===== config.mk =====
export PLATFORM = sky130hd
export DESIGN_NAME = control_unit
export DESIGN_NICKNAME = d
export VERILOG_FILES = /design/src/rtl/control_pkg.sv /design/src/rtl/control_decode.sv /design/src/rtl/control_unit.sv
export SDC_FILE = /design/constraint.sdc
export NUM_CORES = 1
export LEC_CHECK = 0
export ABC_AREA = 0
export BUFFER_PORTS_ARGS = -buffer_cell sky130_fd_sc_hd__buf_2
export CORE_MARGIN = 5
export CORE_UTILIZATION = 25
export CTS_BUF_LIST = sky130_fd_sc_hd__clkbuf_4
export DETAILED_ROUTE_END_ITERATION = 12
export SKIP_LAST_GASP = 1
export SLEW_MARGIN = 40
export SYNTH_ARGS = -nofsm -noshare
export SYNTH_HDL_FRONTEND = slang
export SYNTH_SLANG_ARGS = --single-unit

===== constraint.sdc =====
create_clock -name CLK -period 0.8 [get_ports CLK]
set_clock_uncertainty 0.1 [all_clocks]
set_input_delay 0.16 -clock CLK [delete_from_list [all_inputs] [get_ports CLK]]
set_output_delay 0.16 -clock CLK [all_outputs]
set_load 0.03 [all_outputs]

===== src/rtl/control_pkg.sv =====
// Shared encodings for the instruction decoder: opcodes, ALU operations,
// write-back sources and the bundle of control outputs.
package control_pkg;

  localparam logic [2:0] OP_R    = 3'd0;
  localparam logic [2:0] OP_I    = 3'd1;
  localparam logic [2:0] OP_LW   = 3'd2;
  localparam logic [2:0] OP_SW   = 3'd3;
  localparam logic [2:0] OP_BR0  = 3'd4;
  localparam logic [2:0] OP_BR1  = 3'd5;
  localparam logic [2:0] OP_JIN  = 3'd6;
  localparam logic [2:0] OP_JOUT = 3'd7;

  localparam logic [2:0] ALU_NONE = 3'd0;
  localparam logic [2:0] ALU_ADD  = 3'd1;
  localparam logic [2:0] ALU_SUB  = 3'd2;
  localparam logic [2:0] ALU_OR   = 3'd3;
  localparam logic [2:0] ALU_AND  = 3'd4;
  localparam logic [2:0] ALU_SL   = 3'd5;
  localparam logic [2:0] ALU_SR   = 3'd6;
  localparam logic [2:0] ALU_XOR  = 3'd7;

  localparam logic [2:0] RS_MEM  = 3'd0;
  localparam logic [2:0] RS_ALU  = 3'd1;
  localparam logic [2:0] RS_LINK = 3'd2;

  typedef struct packed {
    logic       reg_write;
    logic       alu_src;
    logic [2:0] alu_op;
    logic [2:0] reg_store;
    logic       mem_write;
    logic       mem_read;
    logic       branch;
    logic       jump_out;
  } ctrl_t;

endpackage


===== src/rtl/control_decode.sv =====
// Combinational opcode/func decode into the control bundle.
// Anything not set explicitly for an opcode stays 0.
module control_decode
  import control_pkg::*;
(
  input  logic [2:0] opcode,
  input  logic [3:0] func,
  output ctrl_t      ctrl
);

  // Full decode over all opcodes; defaults keep every field defined.
  always_comb begin
    ctrl = '0;
    case (opcode)
      OP_R: begin
        ctrl.reg_write = 1'b1;
        ctrl.alu_src   = 1'b1;
        ctrl.reg_store = RS_ALU;
        case (func[1:0])
          2'd0:    ctrl.alu_op = ALU_ADD;
          2'd1:    ctrl.alu_op = ALU_SUB;
          2'd2:    ctrl.alu_op = ALU_OR;
          default: ctrl.alu_op = ALU_AND;
        endcase
      end
      OP_I: begin
        ctrl.reg_write = 1'b1;
        ctrl.reg_store = RS_ALU;
        case (func[3:2])
          2'd0:    ctrl.alu_op = ALU_ADD;
          2'd1:    ctrl.alu_op = ALU_SL;
          2'd2:    ctrl.alu_op = ALU_SR;
          default: ctrl.alu_op = ALU_XOR;
        endcase
      end
      OP_LW: begin
        ctrl.reg_write = 1'b1;
        ctrl.mem_read  = 1'b1;
        ctrl.alu_op    = ALU_ADD;
        ctrl.reg_store = RS_MEM;
      end
      OP_SW: begin
        ctrl.mem_write = 1'b1;
        ctrl.alu_op    = ALU_ADD;
      end
      OP_BR0, OP_BR1: begin
        ctrl.branch = 1'b1;
        ctrl.alu_op = ALU_SUB;
      end
      OP_JIN: begin
        ctrl.branch    = 1'b1;
        ctrl.reg_store = RS_LINK;
      end
      default: begin
        // OP_JOUT: jump-out always travels with a branch redirect.
        ctrl.branch   = 1'b1;
        ctrl.jump_out = 1'b1;
      end
    endcase
  end

endmodule


===== src/rtl/control_unit.sv =====
// Instruction decoder top: combinational decode followed by an
// async-reset output register, giving exactly one cycle of latency.
module control_unit
  import control_pkg::*;
(
  input  logic       CLK,
  input  logic       reset,
  input  logic [2:0] opcode,
  input  logic [3:0] func,
  output logic       RegWrite,
  output logic       ALUsrc,
  output logic [2:0] ALUop,
  output logic [2:0] RegStore,
  output logic       MemWrite,
  output logic       MemRead,
  output logic       Branch,
  output logic       JumpOut
);

  ctrl_t ctrl_d;
  ctrl_t ctrl_q;

  control_decode u_decode (
    .opcode (opcode),
    .func   (func),
    .ctrl   (ctrl_d)
  );

  // Register the decode; reset clears immediately and drops any in-flight decode.
  always_ff @(posedge CLK or negedge reset) begin
    if (!reset) ctrl_q <= '0;
    else        ctrl_q <= ctrl_d;
  end

  assign RegWrite = ctrl_q.reg_write;
  assign ALUsrc   = ctrl_q.alu_src;
  assign ALUop    = ctrl_q.alu_op;
  assign RegStore = ctrl_q.reg_store;
  assign MemWrite = ctrl_q.mem_write;
  assign MemRead  = ctrl_q.mem_read;
  assign Branch   = ctrl_q.branch;
  assign JumpOut  = ctrl_q.jump_out;

endmodule


==> impl_metrics.env <==
export IMPL_critPathKind="flip-flop to output port"
export IMPL_status="finished, violations left"
export IMPL_wire_per_inst_um=10.48
export IMPL_max_freq_ghz=0.9609
export IMPL_slowest_stage="dfrtp_1"
export IMPL_route_met3_wl_um=97
export IMPL_pwr_density_cell_nw_per_um2=1747
export IMPL_dp_cells=81
export IMPL_seqPwrFrac_pct=48.4
export IMPL_fp_dieH_um=53.44
export IMPL_initial_core_util_pct=26.74
export IMPL_route_detailed_drc=0
export IMPL_grt_max_degree=12
export IMPL_finalSetupViolCount=11
export IMPL_worst_slack_ns=-0.2406
export IMPL_pwr_share_clk_pct=31.7
export IMPL_coreArea_um2=1764
export IMPL_intPower_w=0.0009160
export IMPL_ios=21
export IMPL_end_kind="output port"
export IMPL_timing_setup_tns_ns=-2.526
export IMPL_drive_gt1_share_pct=50.82
export IMPL_grt_pass1_vias=357
export IMPL_synthDistinctLibCells=18
export IMPL_drt_iter0_markers=3
export IMPL_vias=348
export IMPL_root_buffer="clkbuf_4"
export IMPL_cts_tree="yes"
export IMPL_place_gp_congestion=0.6872
export IMPL_drv_cap=0
export IMPL_synth_ff_type="dfrtp_1"
export IMPL_critPathLaunch="RegStore[1]"
export IMPL_groute_usage_overall_pct=7.449
export IMPL_avgSynthCellArea_um2=12.09
export IMPL_period_share_pct=130.1
export IMPL_worstPathRequired_ns=0.54
export IMPL_path_max_fanout=1
export IMPL_n_antenna_cell=0
export IMPL_start_kind="flip-flop"
export IMPL_p_leak_nw=0.3514
export IMPL_synth_seq_cells=11
export IMPL_cpLargestDelayFamily="flip-flops"
export IMPL_syn_area_um2=471.7
export IMPL_total_power_w=0.001233
export IMPL_failed_checks="negative setup slack"
export IMPL_fin_crit_ns=1.041
export IMPL_hold_viol_final=0
export IMPL_viasPerCell=4.047
export IMPL_yosysSeqAreaShare_pct=58.36
export IMPL_wl_met2_um=391
export IMPL_synth_top_cell_area_share_pct=58.36
export IMPL_power_frac_comb_pct=19.9
export IMPL_dp_hpwl_um=716.5
export IMPL_path_cells="buf_6"
export IMPL_finalWirelength_um=901
export IMPL_io_buffers=19
export IMPL_grt_pass1_wl_um=1518
export IMPL_synth_nets=51
export IMPL_crit_buf_inv=1
export IMPL_final_max_slew_viol_count=0
export IMPL_peakVddDrop_mv=0.4115
export IMPL_place_ws_ns=-0.1925
export IMPL_synth_edf_count=0
export IMPL_dieArea_um2=2855
export IMPL_nNetsFinal=74
export IMPL_top_layer="met4"
export IMPL_antenna_found_initial=0
export IMPL_clock_path_buffers=2
export IMPL_yosys_top_cells_area="dfrtp_1 58%, ha_1 8.0%, buf_6 4.8%, nor2_1 3.2%, nor3b_1 3.2%"
export IMPL_grt_overflow=0
export IMPL_rsz0062_at_grt="yes"
export IMPL_cts_max_level=1
export IMPL_synth_common_cells="11 x dfrtp_1, 4 x nor2_1, 3 x ha_1, 3 x inv_1"
export IMPL_power_switching_w=0.0003168
export IMPL_ant_nets=0
export IMPL_routedLengthMet1_um=408
export IMPL_p_sw_share_pct=25.70
export IMPL_fin_util_pct=40.00
export IMPL_cts_sinks=11
export IMPL_yosysTopAreaCell="dfrtp_1"
export IMPL_clk_pin_slew_ns=0.06
export IMPL_cp_slowest_stage_delay_ns=0.38
export IMPL_rows=15
export IMPL_die_x_um=53.44
export IMPL_postCtsSetupBuffers=0
export IMPL_fin_cells=86
export IMPL_cp_arrival_ns=0.78
export IMPL_synth_most_common_cell="dfrtp_1"
export IMPL_synthArstFlopShare_pct=100.0
export IMPL_crit_path_end="RegStore[1]"
export IMPL_crit_cells=1
export IMPL_synthCells=39
export IMPL_min_path_type="input port to flip-flop"
export IMPL_first_pass_iters=2
export IMPL_synth_yosys_warnings=0
export IMPL_n_fill_cell=197
export IMPL_cts_buffers=3
export IMPL_syn2layout_area_growth_pct=49.60
[layer usage]
metal | global-route usage, % | vias to the layer above
met3 | 2.254 | 2
met5 | 0 | -
met4 | 5.106 | 0
li1 | - | 167
met1 | 8.576 | 160
met2 | 11.63 | 19
[stage by stage]
step           instance area [µm²]  hold slack (ns)
2_1_floorplan                486.7          -0.2356
3_3_place_gp                 596.8         -0.06609
3_5_place_dp                 596.8         -0.06463
4_1_cts                      705.7         0.007357
5_1_grt                      705.7          0.01583
6_report                     705.7          0.01220
[sequential cells by signal, summed over array words and instances, names as in the netlist]
register	cells
RegWrite	1
MemRead	1
ALUsrc	1
ALUop	3
Branch	1
MemWrite	1
RegStore	2
JumpOut	1
[how the worst min path moves through the flow]
| stage | cells after the start | from | to |
|---|---|---|---|
| final | 2 | opcode[1] | ALUop[2] |
| after global routing | 2 | opcode[1] | ALUop[2] |
| after CTS | 2 | opcode[1] | ALUop[2] |
| after detailed placement | 1 | reset | RegStore[0] |
| after global placement | 1 | reset | ALUsrc |
| after floorplan | 0 | reset | ALUop[0] |
[final cells by class]
type | count | area [µm²] | share of cell area, %
Clock buffer | 4 | 30.03 | 4.255
Sequential cell | 11 | 275.3 | 39.01
Timing Repair Buffer | 23 | 196.4 | 27.84
Inverter | 3 | 13.76 | 1.950
Multi-Input combinational cell | 20 | 158.9 | 22.52
Tap cell | 25 | 31.28 | 4.433
[logic make-up (layout without fill, tap and decap cells)]
kind of cell | count (synthesis) | in the layout | synth area share, %
multiplexers | 1 | 1 | 2.122
AND/OR/NAND/NOR | 13 | 13 | 18.03
AO/OA/AOI/OAI | 2 | 2 | 2.122
other | 1 | 1 | 0.7950
adder cells (fa/ha/maj) | 3 | 3 | 7.958
buffers and inverters | 8 | 30 | 10.61
flip-flops | 11 | 11 | 58.35
[power by group through the flow]
stage / clock [W] / sequential [W] / combinational, W
after floorplan: 0 / 0.000661 / 0.0000807
after global placement: 0 / 0.000600 / 0.000208
after detailed placement: 0 / 0.000601 / 0.000211
after CTS: 0.000412 / 0.000597 / 0.000249
after global routing: 0.000435 / 0.000600 / 0.000268
final: 0.000390 / 0.000597 / 0.000245
[cells in the final DEF (no fill, tap or decap), drive strengths merged]
| cell | n |
|---|---|
| nor4bb | 1 |
| mux2i | 1 |
| nor3 | 2 |
| inv | 3 |
| clkbuf | 4 |
| conb | 1 |
| nor2 | 4 |
| dlygate4sd3 | 1 |
| buf | 22 |
| a21oi | 2 |
| ha | 3 |
| nand2 | 1 |
| dfrtp | 11 |
| nor3b | 3 |
| nor4 | 2 |
[what timing repair did]
item / CTS / global route
pin swaps: 0 / 0
hold endpoints to repair: 11 / 0
endpoints found under the setup margin: 11 / 11
resized for setup: 22 / 0
gates cloned: 0 / 0
hold buffers: 1 / 0
No activity file was read; power rests on OpenSTA's default activity.
